--- config.mk ---
export PLATFORM = sky130hd
export DESIGN_NAME = vec_operand_fetch
export DESIGN_NICKNAME = d
export VERILOG_FILES = /design/src/rtl/vec_operand_fetch.sv
export SDC_FILE = /design/constraint.sdc
export NUM_CORES = 1
export LEC_CHECK = 0
export BUFFER_PORTS_ARGS = -buffer_cell sky130_fd_sc_hd__buf_2
export CAP_MARGIN = 20
export CORE_MARGIN = 4
export CORE_UTILIZATION = 45
export CTS_CLUSTER_SIZE = 12
export DETAILED_ROUTE_END_ITERATION = 7
export HOLD_SLACK_MARGIN = 0.15
export PLACE_DENSITY = 0.66
export SLEW_MARGIN = 15
export SYNTH_ARGS = -nofsm -noshare
export SYNTH_HDL_FRONTEND = slang
export SYNTH_SLANG_ARGS = --single-unit
--- constraint.sdc ---
create_clock -name clk -period 3.4 [get_ports clk]
set_input_delay 0.51 -clock clk [delete_from_list [all_inputs] [get_ports clk]]
set_output_delay 0.51 -clock clk [all_outputs]
set_load 0.02 [all_outputs]
--- src/rtl/vec_operand_fetch.sv ---
// Vector operand fetch: streams element addresses to one or two SRAM read
// ports, collects the returning data into a small FIFO and presents
// {A, B} operand pairs to the vector engine.
`timescale 1ns/1ps

module vec_operand_fetch #(
  parameter int DATA_WIDTH   = 8,
  parameter int ADDR_WIDTH   = 16,
  parameter int MAX_ELEMENTS = 4096,
  parameter int FIFO_DEPTH   = 4,
  localparam int CNT_W       = $clog2(MAX_ELEMENTS) + 1
) (
  input  logic                  clk,
  input  logic                  rst_n,
  input  logic                  start_i,
  input  logic [CNT_W-1:0]      num_elements_i,
  input  logic [ADDR_WIDTH-1:0] base_a_i,
  input  logic [ADDR_WIDTH-1:0] base_b_i,
  input  logic [ADDR_WIDTH-1:0] stride_a_i,
  input  logic [ADDR_WIDTH-1:0] stride_b_i,
  input  logic                  use_b_i,
  output logic                  busy_o,
  output logic                  done_o,
  output logic                  mem_a_req_o,
  output logic                  mem_b_req_o,
  output logic [ADDR_WIDTH-1:0] mem_a_addr_o,
  output logic [ADDR_WIDTH-1:0] mem_b_addr_o,
  input  logic [DATA_WIDTH-1:0] mem_a_rdata_i,
  input  logic [DATA_WIDTH-1:0] mem_b_rdata_i,
  output logic [DATA_WIDTH-1:0] data_a_out_o,
  output logic [DATA_WIDTH-1:0] data_b_out_o,
  output logic                  out_valid_o,
  input  logic                  out_ready_i,
  output logic [1:0]            state_o
);

  // Output handshake: a pair transfers on every rising edge where
  // out_valid_o && out_ready_i. Once out_valid_o is raised it stays high and
  // the data stays unchanged until that transfer happens; out_valid_o never
  // depends combinationally on out_ready_i.

  localparam int PTR_W   = $clog2(FIFO_DEPTH);
  localparam int ENTRY_W = 2 * DATA_WIDTH;

  typedef enum logic [1:0] {
    S_IDLE  = 2'd0,
    S_FETCH = 2'd1,
    S_DRAIN = 2'd2,
    S_DONE  = 2'd3
  } state_t;

  state_t                  state_q;
  logic [CNT_W-1:0]        num_q;
  logic [CNT_W-1:0]        issued_q;
  logic [CNT_W-1:0]        delivered_q;
  logic [CNT_W-1:0]        delivered_d;
  logic                    use_b_q;
  logic [ADDR_WIDTH-1:0]   stride_a_q;
  logic [ADDR_WIDTH-1:0]   stride_b_q;
  logic [ADDR_WIDTH-1:0]   addr_a_q;
  logic [ADDR_WIDTH-1:0]   addr_b_q;
  logic                    inflight_q;

  logic [ENTRY_W-1:0]      fifo_mem_q [FIFO_DEPTH];
  logic [PTR_W-1:0]        wr_ptr_q;
  logic [PTR_W-1:0]        rd_ptr_q;
  logic [PTR_W:0]          count_q;
  logic [PTR_W:0]          count_d;

  logic [PTR_W+1:0]        credit_used;
  logic                    issue;
  logic                    push;
  logic                    pop;
  logic                    out_valid;
  logic [ENTRY_W-1:0]      push_data;
  logic [ENTRY_W-1:0]      head;

  // A read may only issue when the FIFO is guaranteed room for its data,
  // counting the one read that may still be in flight.
  assign credit_used = {1'b0, count_q} + {{(PTR_W+1){1'b0}}, inflight_q};
  assign issue       = (state_q == S_FETCH) && (issued_q < num_q) &&
                       (credit_used < (PTR_W+2)'(FIFO_DEPTH));

  assign push      = inflight_q;
  assign out_valid = (count_q != '0);
  assign pop       = out_valid && out_ready_i;
  assign push_data = {mem_a_rdata_i, (use_b_q ? mem_b_rdata_i : {DATA_WIDTH{1'b0}})};
  assign head      = fifo_mem_q[rd_ptr_q];

  // FIFO occupancy after this cycle's write and/or pop.
  always_comb begin
    count_d = count_q;
    if (push && !pop) begin
      count_d = count_q + (PTR_W+1)'(1);
    end else if (!push && pop) begin
      count_d = count_q - (PTR_W+1)'(1);
    end
  end

  // Delivered-element count after this cycle's pop.
  always_comb begin
    delivered_d = delivered_q;
    if (pop) begin
      delivered_d = delivered_q + CNT_W'(1);
    end
  end

  assign busy_o       = (state_q != S_IDLE);
  assign done_o       = (state_q == S_DONE);
  assign state_o      = state_q;
  assign mem_a_req_o  = issue;
  assign mem_b_req_o  = issue && use_b_q;
  assign mem_a_addr_o = addr_a_q;
  assign mem_b_addr_o = addr_b_q;
  assign out_valid_o  = out_valid;
  // Stale FIFO entries are hidden so the data outputs read zero when empty.
  assign data_a_out_o = out_valid ? head[ENTRY_W-1 -: DATA_WIDTH] : '0;
  assign data_b_out_o = out_valid ? head[DATA_WIDTH-1:0] : '0;

  // Sequencer: command latch, address walk, issue/deliver bookkeeping.
  always_ff @(posedge clk or negedge rst_n) begin
    if (!rst_n) begin
      state_q     <= S_IDLE;
      num_q       <= '0;
      issued_q    <= '0;
      delivered_q <= '0;
      use_b_q     <= 1'b0;
      stride_a_q  <= '0;
      stride_b_q  <= '0;
      addr_a_q    <= '0;
      addr_b_q    <= '0;
      inflight_q  <= 1'b0;
    end else begin
      inflight_q  <= issue;
      delivered_q <= delivered_d;
      case (state_q)
        S_IDLE: begin
          if (start_i) begin
            if (num_elements_i == '0) begin
              state_q <= S_DONE;
            end else begin
              state_q     <= S_FETCH;
              num_q       <= num_elements_i;
              use_b_q     <= use_b_i;
              stride_a_q  <= stride_a_i;
              stride_b_q  <= stride_b_i;
              addr_a_q    <= base_a_i;
              addr_b_q    <= base_b_i;
              issued_q    <= '0;
              delivered_q <= '0;
            end
          end
        end
        S_FETCH: begin
          if (issue) begin
            addr_a_q <= addr_a_q + stride_a_q;
            addr_b_q <= addr_b_q + stride_b_q;
            issued_q <= issued_q + CNT_W'(1);
            if ((issued_q + CNT_W'(1)) == num_q) begin
              state_q <= S_DRAIN;
            end
          end
        end
        S_DRAIN: begin
          if (delivered_d == num_q) begin
            state_q <= S_DONE;
          end
        end
        S_DONE: begin
          state_q <= S_IDLE;
        end
        default: begin
          state_q <= S_IDLE;
        end
      endcase
    end
  end

  // FIFO pointers and occupancy.
  always_ff @(posedge clk or negedge rst_n) begin
    if (!rst_n) begin
      wr_ptr_q <= '0;
      rd_ptr_q <= '0;
      count_q  <= '0;
    end else begin
      if (push) begin
        wr_ptr_q <= wr_ptr_q + PTR_W'(1);
      end
      if (pop) begin
        rd_ptr_q <= rd_ptr_q + PTR_W'(1);
      end
      count_q <= count_d;
    end
  end

  // FIFO storage; returning read data lands here one cycle after issue.
  always_ff @(posedge clk) begin
    if (push) begin
      fifo_mem_q[wr_ptr_q] <= push_data;
    end
  end

endmodule

==> flow_summary_export.csv, run 1 <==
group,metric,value,unit
outcome,status,"complete, no violations",
clocking,cts_buffers,17,
sta,fmax,328.4,MHz
grt,antenna_found_initial,3,
layout,ff_latch_area,0.004775,mm^2
synthesis,netlist_instances,872,
die,die_x,155.1,um
die,die_h,155.1,um
die,die-area,0.02406,mm^2
layout,drive_gt1_share,25.75,%
clocking,path_clk_slew,0.08,ns
grt,grt_usage,18.76,%
synthesis,yosysUniqueCellTypes,70,
power,vdd_drop_max,0.4975,mV
routing,vias,7045,
sta,fin_crit_sh,89.56,%
synthesis,seq_area_frac_synth,49.03,%
placed_design,portBuffers,152,
sta,skew,0.01304,ns
layout,multi_input_area,0.004731,mm^2
worst_setup_path,cp_cell_sequence,"ha_1 > o21ai_0 > a21oi_1 > o31ai_1 > o2bb2ai_1 > o21ba_2 > nand2_1 > o41ai_1",
worst_setup_path,worst_setup_path_start_kind,"flip-flop",
routing,wl_per_cell,16.81,um
synthesis,synth_top_flop_cell,"dfrtp_1",
placed_design,gp_routability_congestion,0.8268,
synthesis,syn_nets,1028,
worst_setup_path,critPathKind,"reg2reg",
die,io_pins,153,
synthesis,synth_seq_cells,178,
power,p_leak,0.004924,uW
routing,drc,0,
worst_setup_path,crit_slowest_cell,"o21ba_2",
power,p_int,6633,uW
sta,timing.setup.tns,0,ns
power,p_total,11680,uW
grt,grt_pass1_vias,7114,
sta,fin_crit,3.045,ns
sta,rsz0062_at_grt,"no",
routing,firstDrtPassIters,4,
grt,grt_first_pass_wirelength,36290,um
clocking,cts_resized,0,
power,p_switching,5042,uW
run,max_cap_violations,0,
sta,worst_pin_slew,0.9235,ns
synthesis,synth_commonest_cells,"dfrtp_1 (114), nand2_1 (91), edfxtp_1 (64), o21ai_0 (64), ha_1 (55)",
routing,drt-total-wl,21980,um
sta,final_max_slew_viol_count,0,
die,core.rowCount,53,
clocking,cts.sinks,178,
worst_setup_path,worstPathMaxFanout,22,
sta,slew_headroom,38.27,%
routing,drtIter0Drc,292,
min_path,min_path_type,"in2reg",
synthesis,ys_warn_count,0,
routing,antenna_left,0,
worst_setup_path,arrival,3.37,ns
synthesis,synth_edf_count,64,
layout,syn_to_final_growth,17.70,%
grt,globalRouteOverflowTotal,0,
clocking,cts_root_buf,"clkbuf_16",
clocking,cts_buffer_depth,2,
clocking,cts_tree,"yes",
layout,antenna_cells,0,
power,clkPwrFrac,17.7,%
synthesis,async_flop_share,64.04,%
synthesis,netlist.area_leader.share,29.29,%
routing,viasPerCell,5.386,
worst_setup_path,crit_path_end_kind,"flip-flop",
synthesis,synth_most_common_cell,"dfrtp_1",
sta,hold_viol,0,
die,core,0.02115,mm^2
worst_setup_path,critPathMaxStageDelay,0.52,ns
clocking,clk_latency,0.44,ns
die,initial_utilization,46.03,%
synthesis,syn_area,0.009738,mm^2
clocking,postCtsSetupRepairBufs,0,
power,switching_share,43.19,%
placed_design,hpwlAfterDp,15880,um
layout,nets,1176,
worst_setup_path,worst_ep_required_time,3.73,ns
synthesis,synth.area.top_cells,"dfrtp_1 (29%), edfxtp_1 (20%), ha_1 (7.1%)",
grt,grt_max_degree,76,
power,p_comb_share,51.8,%
clocking,htree_num_levels,4,
layout,nFillCells,1869,
power,pwr_density_cell,1019,mW/mm^2
synthesis,synth_largest_area_cell,"dfrtp_1",
synthesis,syn_avg_cell_area,11.17,um^2
power,power_frac_seq,30.5,%
sta,setup_viol,0,
## layer usage
layer | GRT usage [%] | wire length (um) | share of wire, % | vias to the layer above
li1 | - | - | - | 3454
met4 | 3.995 | 236 | 1.1 | 6
met5 | 0 | 35 | 0.16 | -
met1 | 25.07 | 10090 | 46 | 3413
met2 | 31.00 | 10370 | 47 | 147
met3 | 4.924 | 1249 | 5.7 | 25
## power by group through the flow
stage	registers [uW]	clock network, uW	logic (uW)
2_1_floorplan	3640	0	4500
3_3_place_gp	3580	0	6020
3_5_place_dp	3610	0	6090
4_1_cts	3570	2120	6130
5_1_grt	3660	2210	6800
6_report	3560	2060	6050
## cell type report
class,count,share of cell area (%)
flip-flops and latches,178,41.66
multi-input cells,629,41.27
repair buffers,162,7.445
clock buffers,17,3.711
well taps,275,3.002
clock inverters,15,1.845
inverters,32,1.070
## cells in the final DEF (no fill, tap or decap), types with 4 or more instances in the layout
master,n
a21o_1,9
inv_1,31
nand3_1,19
nor2_1,47
nor3_1,20
clkinv_8,5
buf_2,151
buf_4,9
a21oi_1,37
nor2b_1,21
a211oi_1,8
o211ai_1,4
mux2_2,34
ha_1,54
xor2_1,21
or3_1,6
nand2b_1,5
nor4_1,6
xnor2_1,50
inv_12,5
dfrtp_1,114
o31ai_1,10
edfxtp_1,64
o21bai_1,5
nand4_1,9
o21ai_0,64
nand2_1,91
clkbuf_16,17
mux4_2,16
and2_1,13
mux2i_1,20
## cell families (layout without fill, tap and decap cells)
family	after synthesis	count (layout)	share of synthesized area, %
DFF	178	178	49.03
buffers and inverters	65	226	2.595
and+or+nand+nor	258	258	13.03
adders and majority gates	59	59	7.786
xor gates and xnor gates	71	71	6.386
muxes	70	70	9.688
AOI/OAI and AO/OA	171	171	11.49
## worst max-delay path: cells and delay by family, from the launching register on
family | cells | cell delay (ns)
adder cells (fa/ha/maj) | 1 | 0.30
AO/OA/AOI/OAI | 6 | 1.73
flip-flops | 1 | 0.47
AND/OR/NAND/NOR | 1 | 0.41
## registers in the layout (all words and copies together), names as in the netlist, 13 cells and up
signal	flops
fifo_mem_q	64
mem_b_addr_o	16
num_q	13
delivered_q	13
mem_a_addr_o	16
stride_a_q	16
stride_b_q	16
issued_q	13
## final timing paths
kind	start	to	slack [ns]	cells past startpoint
max	issued_q[2]	issued_q[6]	0.35	8
min	mem_a_rdata_i[0]	fifo_mem_q[0][8]	0.28	1
max reg2reg	issued_q[2]	issued_q[6]	0.35	8
min reg2reg	mem_b_addr_o[4]	mem_b_addr_o[4]	0.51	2
max in group asynchronous	rst_n	mem_b_addr_o[1]	1.90	3
min in group asynchronous	rst_n	rd_ptr_q[1]	0.66	2
## stage by stage
step / std cells / util, % / area [um^2] / hold WS, ns / setup WS (ns)
3_5_place_dp: 1275 / 51.13 / 10820 / 0.4967 / 0.3541
3_3_place_gp: 1275 / 51.13 / 10820 / 0.4928 / 0.3878
2_1_floorplan: 872 / - / 9738 / 0.2144 / 0.7974
5_1_grt: 1308 / 54.18 / 11460 / 0.2683 / 0.04634
6_report: 1308 / 54.18 / 11460 / 0.2821 / 0.3548
4_1_cts: 1308 / 54.18 / 11460 / 0.2659 / 0.3149
## what timing repair did
item | in CTS | in global routing
endpoints found under the hold margin | 33 | 0
hold buffers | 1 | 0
endpoints found under the setup margin | 0 | 0
Note: power is estimated with default switching activity, not from simulation.
==> inputs of run 2 (changes only) <==
--- a/config.mk
+++ b/config.mk
@@ -5,14 +5,13 @@
 export SDC_FILE = /design/constraint.sdc
 export NUM_CORES = 1
 export LEC_CHECK = 0
-export BUFFER_PORTS_ARGS = -buffer_cell sky130_fd_sc_hd__buf_2
 export CAP_MARGIN = 20
 export CORE_MARGIN = 4
 export CORE_UTILIZATION = 45
 export CTS_CLUSTER_SIZE = 12
 export DETAILED_ROUTE_END_ITERATION = 7
+export DONT_BUFFER_PORTS = 1
 export HOLD_SLACK_MARGIN = 0.15
-export PLACE_DENSITY = 0.66
 export SLEW_MARGIN = 15
 export SYNTH_ARGS = -nofsm -noshare
 export SYNTH_HDL_FRONTEND = slang
==> run 2 against run 1 <==
Net effect: via count down 7.8%; clock skew up 0.0026 ns; total power down 2.7%; die area unchanged; core utilization down 3.2 points; non-clock buffer count down 145; clock power about the same; critical path depth down 1; clock-buffer cell count unchanged; sequential power up 8.1%; largest power group unchanged.
==> flow_summary_export.csv, run 2 (synthesis gave the netlist of run 1 again) <==
group,metric,value,unit
sta,rsz0062_at_grt,"no",
placed_design,hpwlAfterDp,15480,um
routing,drtIter0Drc,289,
layout,multi_input_area,0.004731,mm^2
sta,slew_headroom,42.35,%
sta,setup_viol,0,
worst_setup_path,critPathKind,"reg2out",
min_path,hp-start,"stride_b_i[1]",
clocking,cts_tree,"yes",
layout,nets,1031,
routing,drc,0,
worst_setup_path,arrival,2.49,ns
routing,antenna_left,0,
clocking,postCtsSetupRepairBufs,0,
power,pwr_density_cell,1053,mW/mm^2
grt,grt_usage,18.44,%
power,p_leak,0.004345,uW
layout,largest_register,"fifo_mem_q",
die,core,0.02115,mm^2
clocking,cts_buffer_depth,2,
die,initial_utilization,46.03,%
clocking,clk_latency,0.43,ns
worst_setup_path,worst_ep_required_time,2.89,ns
grt,grt_first_pass_wirelength,35330,um
sta,fmax,333.8,MHz
clocking,cts_resized,0,
die,die_x,155.1,um
clocking,htree_num_levels,4,
worst_setup_path,r2r-start,"state_o[1]",
grt,globalRouteOverflowTotal,0,
layout,ff_latch_area,0.004775,mm^2
layout,nFillCells,1880,
layout,mostFrequentLayoutCells,"dfrtp_1 (114), nand2_1 (91), o21ai_0 (64), edfxtp_1 (64), ha_1 (54)",
routing,viasPerCell,5.583,
grt,grt_pass1_vias,6510,
die,die-area,0.02406,mm^2
sta,hold_viol,0,
routing,drt-total-wl,21950,um
die,die_h,155.1,um
sta,fin_crit_sh,88.10,%
grt,grt_max_degree,115,
worst_setup_path,crit_path_end_kind,"primary output",
sta,worst_pin_slew,0.8647,ns
placed_design,portBuffers,0,
worst_setup_path,worst_setup_path_start_kind,"flip-flop",
worst_setup_path,startpoint,"state_o[1]",
layout,drive_gt1_share,12.73,%
power,vdd_drop_max,0.6113,mV
layout,final_util,51.01,%
layout,syn_to_final_growth,10.82,%
sta,fin_crit,2.996,ns
clocking,cts_root_buf,"clkbuf_16",
sta,skew,0.01559,ns
clocking,path_clk_slew,0.08,ns
sta,final_max_slew_viol_count,0,
routing,vias,6499,
clocking,ctsHoldBuffers,2,
routing,firstDrtPassIters,6,
die,core.rowCount,53,
die,io_pins,153,
sta,timing.setup.tns,0,ns
layout,layout_commonest_cell,"dfrtp_1",
outcome,status,"complete, no violations",
placed_design,gp_routability_congestion,0.8144,
layout,largest_reg_flops,64,
placed_design,dp_worst_setup_slack,0.4195,ns
clocking,cts_buffers,17,
clocking,cts.sinks,178,
worst_setup_path,worstPathMaxFanout,10,
run,max_cap_violations,0,
sta,worst_slack,0.4045,ns
routing,wl_per_cell,18.85,um
grt,antenna_found_initial,3,
min_path,min_path_type,"in2reg",
## run 2: cell types whose count changed in the layout (fill, tap and decap cells not counted), moves of 2 or more
cell and delta:
buf_4 -3, inv_8 +2, dlygate4sd3_1 +8, buf_2 -151
## run 2: path summary, 6_finish.rpt
kind	end	slack [ns]	depth (start not counted)
setup reg to reg	issued_q[6]	0.46	8
max in group asynchronous	stride_b_q[3]	2.19	2
hold reg to reg	stride_a_q[7]	0.51	1
min in group asynchronous	delivered_q[9]	0.68	2
hold / removal	stride_b_q[1]	0.20	2
setup / recovery	mem_b_req_o	0.40	7
## run 2: worst max-delay path, stage by stage, from the launching register on
cell       delay [ns]
dfrtp_1          0.49
inv_1            0.16
ha_2             0.39
nand3_1          0.14
nor3_1           0.20
o2bb2ai_1        0.17
buf_4            0.24
and2_1           0.26
## run 2: final cells by class
type / count / share of cell area (%)
sequential: 178 / 44.24
antenna: 1 / 0.02319
inverter: 32 / 1.136
timing repair buffer: 17 / 1.693
multi-input combinational: 629 / 43.84
clock inverter: 15 / 1.936
clock buffer: 17 / 3.942
tap: 275 / 3.188
## run 2: metrics by stage
stage	hold slack, ns	std cells	cell area, um^2	power [uW]
6_report	0.1995	1164	10790	11360
5_1_grt	0.1900	1164	10790	12300
4_1_cts	0.1510	1155	10710	11500
3_5_place_dp	0.2195	1121	10040	9352
3_3_place_gp	0.2208	1121	10040	9283
2_1_floorplan	0.2144	872	9738	8136
## run 2: layer usage
layer	vias up	GRT usage, %	wire [um]
met5	-	0	25
met4	4	3.659	221
met3	16	6.620	1608
met2	160	29.90	10370
met1	3163	24.07	9724
li1	3156	-	-
## run 2: power by group
| group | total [uW] | switching [uW] | internal, uW |
|---|---|---|---|
| sequential | 3850 | 908 | 2950 |
| combinational | 5440 | 3040 | 2400 |
| clock | 2060 | 1030 | 1030 |
| total | 11400 | 4980 | 6380 |
